## config.mk

```make
export PLATFORM = sky130hd
export DESIGN_NAME = dso_acq_ctrl
export DESIGN_NICKNAME = d
export VERILOG_FILES = /design/src/rtl/dso_acq_ctrl.sv
export SDC_FILE = /design/constraint.sdc
export NUM_CORES = 1
export LEC_CHECK = 0
export ABC_AREA = 0
export BUFFER_PORTS_ARGS = -buffer_cell sky130_fd_sc_hd__buf_2
export CAP_MARGIN = 20
export CELL_PAD_IN_SITES_DETAIL_PLACEMENT = 0
export CELL_PAD_IN_SITES_GLOBAL_PLACEMENT = 1
export CORE_MARGIN = 5
export CORE_UTILIZATION = 37
export DETAILED_ROUTE_END_ITERATION = 12
export PLACE_DENSITY = 0.79
export SLEW_MARGIN = 40
export SYNTH_ARGS = -nofsm -noshare
export SYNTH_HDL_FRONTEND = slang
export SYNTH_SLANG_ARGS = --single-unit
```

## constraint.sdc

```tcl
create_clock -name clk -period 2 [get_ports clk]
set_input_delay 0.2 -clock clk [delete_from_list [all_inputs] [get_ports clk]]
set_output_delay 0.2 -clock clk [all_outputs]
set_load 0.1 [all_outputs]
```

## src/rtl/dso_acq_ctrl.sv

```systemverilog
// Oscilloscope acquisition sequencer: pre-trigger fill, armed wait, post-trigger fill.
// Latency: wr_en is combinational from sample_en; state, addresses and trig_clr update one clk later.
// Backpressure: none; every sample_en strobe in PRE/ARMED/POST is written unconditionally.
//
// Ports:
//   clk, rst              - system clock, synchronous active-high reset
//   start, abort          - one-cycle control pulses (abort wins over start and trigger)
//   pre_len, post_len     - sample counts before/after trigger, latched on an accepted start
//   sample_en             - sample strobe from the capture path
//   trig_sta, force_trig  - trigger level / software trigger, only honoured while ARMED
//   trig_clr              - registered clear to the trigger block (low while ARMED/POST)
//   wr_en, wr_addr        - sample-buffer write strobe and address
//   trig_addr             - buffer address of the sample taken in the trigger-detect cycle
//   busy, done            - acquisition in progress / acquisition complete
module dso_acq_ctrl #(
  parameter int ADDR_W = 10
) (
  input  logic              clk,
  input  logic              rst,
  input  logic              start,
  input  logic              abort,
  input  logic [ADDR_W-1:0] pre_len,
  input  logic [ADDR_W-1:0] post_len,
  input  logic              sample_en,
  input  logic              trig_sta,
  input  logic              force_trig,
  output logic              trig_clr,
  output logic              wr_en,
  output logic [ADDR_W-1:0] wr_addr,
  output logic [ADDR_W-1:0] trig_addr,
  output logic              busy,
  output logic              done
);

  localparam logic [2:0] S_IDLE  = 3'd0;
  localparam logic [2:0] S_PRE   = 3'd1;
  localparam logic [2:0] S_ARMED = 3'd2;
  localparam logic [2:0] S_POST  = 3'd3;
  localparam logic [2:0] S_DONE  = 3'd4;

  logic [2:0]        r_state;
  logic [2:0]        w_state_nxt;
  logic [ADDR_W-1:0] r_wr_addr;
  logic [ADDR_W-1:0] r_trig_addr;
  logic [ADDR_W-1:0] r_cnt;
  logic [ADDR_W-1:0] r_pre_len;
  logic [ADDR_W-1:0] r_post_len;
  logic [ADDR_W-1:0] w_cnt_inc;
  logic              r_trig_clr;
  logic              w_active;
  logic              w_trig;

  assign w_active  = (r_state == S_PRE) | (r_state == S_ARMED) | (r_state == S_POST);
  assign wr_en     = sample_en & w_active;
  assign w_cnt_inc = r_cnt + ADDR_W'(1);
  assign w_trig    = trig_sta | force_trig;

  // Counters compare the value they are about to take, so the move out of
  // PRE/POST happens on the cycle after the final sample is written.
  always_comb begin
    w_state_nxt = r_state;
    if (abort) begin
      w_state_nxt = S_IDLE;
    end else begin
      case (r_state)
        S_IDLE, S_DONE: begin
          if (start) w_state_nxt = (pre_len != '0) ? S_PRE : S_ARMED;
        end
        S_PRE: begin
          if (wr_en && (w_cnt_inc == r_pre_len)) w_state_nxt = S_ARMED;
        end
        S_ARMED: begin
          if (w_trig) w_state_nxt = (r_post_len != '0) ? S_POST : S_DONE;
        end
        S_POST: begin
          if (wr_en && (w_cnt_inc == r_post_len)) w_state_nxt = S_DONE;
        end
        default: w_state_nxt = S_IDLE;
      endcase
    end
  end

  always_ff @(posedge clk) begin
    if (rst) begin
      r_state     <= S_IDLE;
      r_wr_addr   <= '0;
      r_trig_addr <= '0;
      r_cnt       <= '0;
      r_pre_len   <= '0;
      r_post_len  <= '0;
      r_trig_clr  <= 1'b1;
    end else begin
      r_state    <= w_state_nxt;
      // Trigger block is held clear everywhere except while we are waiting
      // for, or filling after, a trigger.
      r_trig_clr <= !((w_state_nxt == S_ARMED) || (w_state_nxt == S_POST));

      if (wr_en) r_wr_addr <= r_wr_addr + ADDR_W'(1);

      if (!abort) begin
        case (r_state)
          S_IDLE, S_DONE: begin
            if (start) begin
              r_pre_len  <= pre_len;
              r_post_len <= post_len;
              r_wr_addr  <= '0;
              r_cnt      <= '0;
            end
          end
          S_PRE: begin
            if (wr_en) r_cnt <= w_cnt_inc;
          end
          S_ARMED: begin
            // The sample written in this cycle (if any) lands at the
            // pre-increment address and belongs to the pre-trigger record.
            if (w_trig) begin
              r_trig_addr <= r_wr_addr;
              r_cnt       <= '0;
            end
          end
          S_POST: begin
            if (wr_en) r_cnt <= w_cnt_inc;
          end
          default: ;
        endcase
      end
    end
  end

  assign wr_addr   = r_wr_addr;
  assign trig_addr = r_trig_addr;
  assign trig_clr  = r_trig_clr;
  assign busy      = w_active;
  assign done      = (r_state == S_DONE);

endmodule

```

==> results.md <==
- The final antenna diode count is 0.
- The largest stage delay on the critical path is 0.56 ns.
- The share of flip-flops with an asynchronous set or reset is 0%.
- The post-synth design cell area is 2957 um^2.
- The launching point of the worst reg2reg path is r_cnt[0].
- Counting flops and latches in the post-synthesis netlist gives 54.
- The first global-routing pass estimated 12800 um of wire.
- The largest net degree at the start of global routing is 32.
- The post-route netlist has 29.67% of its cells at a drive strength greater than 1.
- In this run the power density over the cells is 583.6 nW/um^2.
- The hold path depth is 3.
- The area of the core is 7767 um^2.
- The maximum fanout along the worst path is 5.
- The portion of total power attributed to the clock network is 36.3%.
- The total CTS buffers is 5.
- Across all layers, the routed design uses 2749 vias.
- The post-detailed-route DRC marker count is 0.
- The tool flagged a number of max-cap violations equal to 0.
- Clock tree synthesis selected as its root buffer the cell clkbuf_8.
- The sequential-to-total area share from yosys stat is 36.56%.
- STA puts the critical path data required time at 2.21 ns.
- The count of endpoints failing hold in the final timing report came to 0.
- The maximum achievable frequency is 493.4 MHz.
- The most common flop cell mapped by yosys is dfxtp_1.
- Counting tap cells, the placed design contains a total of 520 instances.
- The number of nets handed over by synthesis was 387.
- The proportion of power drawn by flip-flops and latches is 52.6%.
- Measured along the y axis, the die boundary spans 99.39 um.
- The number of rows in the core area is 32.
- The number of cells produced by synthesis is 358.
- The number of detailed-route iterations in the first pass is 4.
- The share of total power dissipated in combinational logic is 11.1%.
- The last weighted congestion value of the routability-driven placer is 0.8466.
- The clock latency reported for the late side of the worst-skew pair is 0.31 ns.
- The area growth from synthesis to layout is 23.83%.
- After global routing the overflow that remains totals 0.
- Final hold analysis gives a worst-case slack of 0.1091 ns.
- Dividing the detail-routed via count by the number of cells gives 5.187.
- The class of the most critical hold timing path is primary input to flip-flop.
- The detailed placement HPWL is 6038 um.
- The aggregate global-route resource usage is 15.94%.
- The synthesized area divided by synthesized cell count is 8.259 um^2.
- The number of global-route vias before repair is 2657.
- The slowest library cell on the worst path is or4b_4.
- CTS saw 54 sinks.
- Counting I/O delays and the setup requirement, the final critical path takes 2.027 ns.
- Once layout is complete, the cells apart from fillers number 530.
- Measured against its own limit, the worst slew margin works out to 67.32%.
- The final count of pins violating max slew is 0.
- The number of cells on the worst reg-to-reg path is 7.
- The worst setup slack before clock tree synthesis is -0.06368 ns.
- During placement, the flow inserted port buffers numbering 50.
- At the pin with the least slew margin, the transition time is 0.4936 ns.
- Traced cell by cell, the critical path runs through ha_4 > and4_4 > nand2_2 > xnor3_1 > or4b_4 > nor4_4 > o31ai_1.
- The TritonCTS clock tree is built.
- The starting DRC count in detailed routing is 142.
- For this design, the CTS-stage hold fixing added 0 buffers.
- The clock edge transition at the registers on the reported setup and hold paths is 0.11 ns.
- The number of warnings reported in the yosys synthesis log is 0.
- The post-route clock period utilization is 101.3%.
- The final layout contains routed wiring with a total length of 7783 um.
- Setup repair after global routing could not meet its margin everywhere.
- The internal power of the cells totals 1.575 mW.
- The post-route antenna net violation count is 0.
- The buffer depth of the longest clock path is 2.
- The library cells used most frequently in the layout, excluding fill and tap cells, are nand2_1 (60), buf_2 (50), dfxtp_1 (43), a21oi_1 (36), nor2_1 (34).
- The initial antenna violation count was 0.
- In this run the static leakage power is 1.431 nW.
- The worst hold path begins at post_len[9].
- The flow ran to the end, but the final reports show violations.
- The worst hold path terminates at r_post_len[9].
- The category of the most critical setup path is flip-flop to flip-flop.
- The number of top-level design ports is 51.
- The synthesized design contains 0 enable-type register cells.
- The die covers 9878 um^2.
- The worst register-to-register path ends at trig_clr.
- The worst setup path is launched from a flip-flop.
- After synthesis, the netlist uses 59 different library cells.
- The final reports fail on setup timing.
- The clock skew after layout is 0.005299 ns.
- The final routed wire length divided by cell count is 14.68 um.
- The number of H-tree levels is 2.
- The starting utilization of the core area is 38.06%.
- The count of endpoints failing setup in the final report is 2.
- The kind of capture point of the worst setup path is a flip-flop.
- Data on the critical path arrives at its endpoint at 2.23 ns.
- The reported net switching power is 0.5617 mW.
- Across the VDD grid, the largest voltage drop is 0.2718 mV.
- The switching part of the total is 26.29%.
- For flop-to-flop paths, the worst setup slack is -0.03 ns.
- The die is 99.39 um wide.
- Once routing completed, OpenROAD measured the worst setup slack at -0.02686 ns.
- The filler cell count in the final layout is 801.
- The final net count is 456.
- The most common cell after layout, fill and taps aside is nand2_1.
==> power by group through the flow <==
stage / clock, mW / combinational, mW / sequential [mW]
6_report: 0.776 / 0.236 / 1.12
5_1_grt: 0.845 / 0.262 / 1.13
4_1_cts: 0.791 / 0.235 / 1.12
3_5_place_dp: 0 / 0.233 / 1.15
3_3_place_gp: 0 / 0.231 / 1.15
2_1_floorplan: 0 / 0.155 / 1.14
==> worst max-delay path by stage <==
stage | startpoint | slack [ns] | to | cells after the start
floorplan | r_state[0] | -0.14 | trig_clr | 7
global placement | r_cnt[2] | -0.03 | r_state[1] | 7
detailed placement | r_cnt[1] | -0.06 | trig_clr | 7
CTS | r_cnt[0] | -0.02 | trig_clr | 7
global route | r_cnt[0] | -0.10 | trig_clr | 7
finish | r_cnt[0] | -0.03 | trig_clr | 7
==> critical path: cells and delay by family (launching register included) <==
family | cells | cell delay [ns]
flops | 1 | 0.37
compound gates | 1 | 0.12
fa+ha+maj | 1 | 0.16
xor+xnor | 1 | 0.18
simple gates | 4 | 1.09
==> state kept, by name (all words and copies together), names as in the netlist <==
| name | count |
|---|---|
| trig_clr | 1 |
| r_state | 3 |
| trig_addr | 10 |
| r_pre_len | 10 |
| r_cnt | 10 |
| r_post_len | 10 |
| wr_addr | 10 |
==> cell families (layout without fill, tap and decap cells) <==
| logic type | after synthesis | in the layout | synth area share, % |
|---|---|---|---|
| and+or+nand+nor | 162 | 162 | 29.33 |
| AOI/OAI and AO/OA | 76 | 76 | 15.83 |
| DFF | 54 | 54 | 36.56 |
| buffers and inverters | 28 | 98 | 4.655 |
| xor gates and xnor gates | 25 | 25 | 9.056 |
| muxes | 11 | 11 | 3.724 |
| adders and majority gates | 2 | 2 | 0.8462 |
==> routing by layer <==
metal / up-vias / global-route usage (%) / part of all wire, %
met2: 61 / 27.22 / 47
met1: 1293 / 20.89 / 47
met3: 9 / 2.454 / 4.2
met5: - / 0 / 0
li1: 1386 / - / -
met4: 0 / 4.412 / 1.3
==> cell type report <==
| class | instances | area, um^2 | share of cell area (%) |
|---|---|---|---|
| clock buffer | 5 | 68.82 | 1.880 |
| inverter | 8 | 30.03 | 0.8202 |
| timing repair buffer | 82 | 494.2 | 13.50 |
| tap | 102 | 127.6 | 3.486 |
| clock inverter | 3 | 48.80 | 1.333 |
| sequential | 54 | 1095 | 29.90 |
| multi-input combinational | 276 | 1797 | 49.08 |
==> timing repair <==
item	4_1_cts	5_1_grt
setup buffers	1	2
endpoints found under the setup margin	4	5
resized for setup	6	4
pin swaps	1	6
==> through the flow <==
step | util [%] | power [mW] | cell area, um^2 | TNS (ns)
after floorplan | - | 1.299 | 2982 | -0.3878
after global placement | 44.85 | 1.379 | 3483 | -0.05410
after detailed placement | 44.85 | 1.382 | 3483 | -0.1483
after CTS | 46.76 | 2.151 | 3632 | -0.02580
after global routing | 47.13 | 2.236 | 3661 | -0.2383
final | 47.13 | 2.137 | 3661 | -0.04125
==> cell usage after synthesis (2+ instances only) <==
master     count  area [um^2]
o31ai_1        3        22.52
dfxtp_1       54         1081
o21a_1         2        15.01
o21ai_0       15        75.07
or2_2          2        12.51
o31ai_2        2        25.02
nor4_1         5        31.28
buf_6          3        33.78
ha_1           2        25.02
xor2_1         9        78.83
a21oi_1       36        180.2
nor2b_1        3        18.77
nand3b_1       2        15.01
mux2i_1       11        110.1
o2111ai_1      2        17.52
xnor2_1       12        105.1
clkbuf_1      11        41.29
nand2b_1       2        12.51
nor2_2         2        12.51
and2_1         2        12.51
xnor3_1        3        67.56
buf_2          4        20.02
nand4_1        8        50.05
a31oi_1        2        12.51
nor2_1        34        127.6
nand3_1        8        40.04
and3_1         2        12.51
a211o_1        3        26.28
or3_1         11        68.82
inv_1          8        30.03
nor4_4         3        63.81
nor3_1         6        30.03
nand2_1       60        225.2
Power figures use the tool's default switching activity.
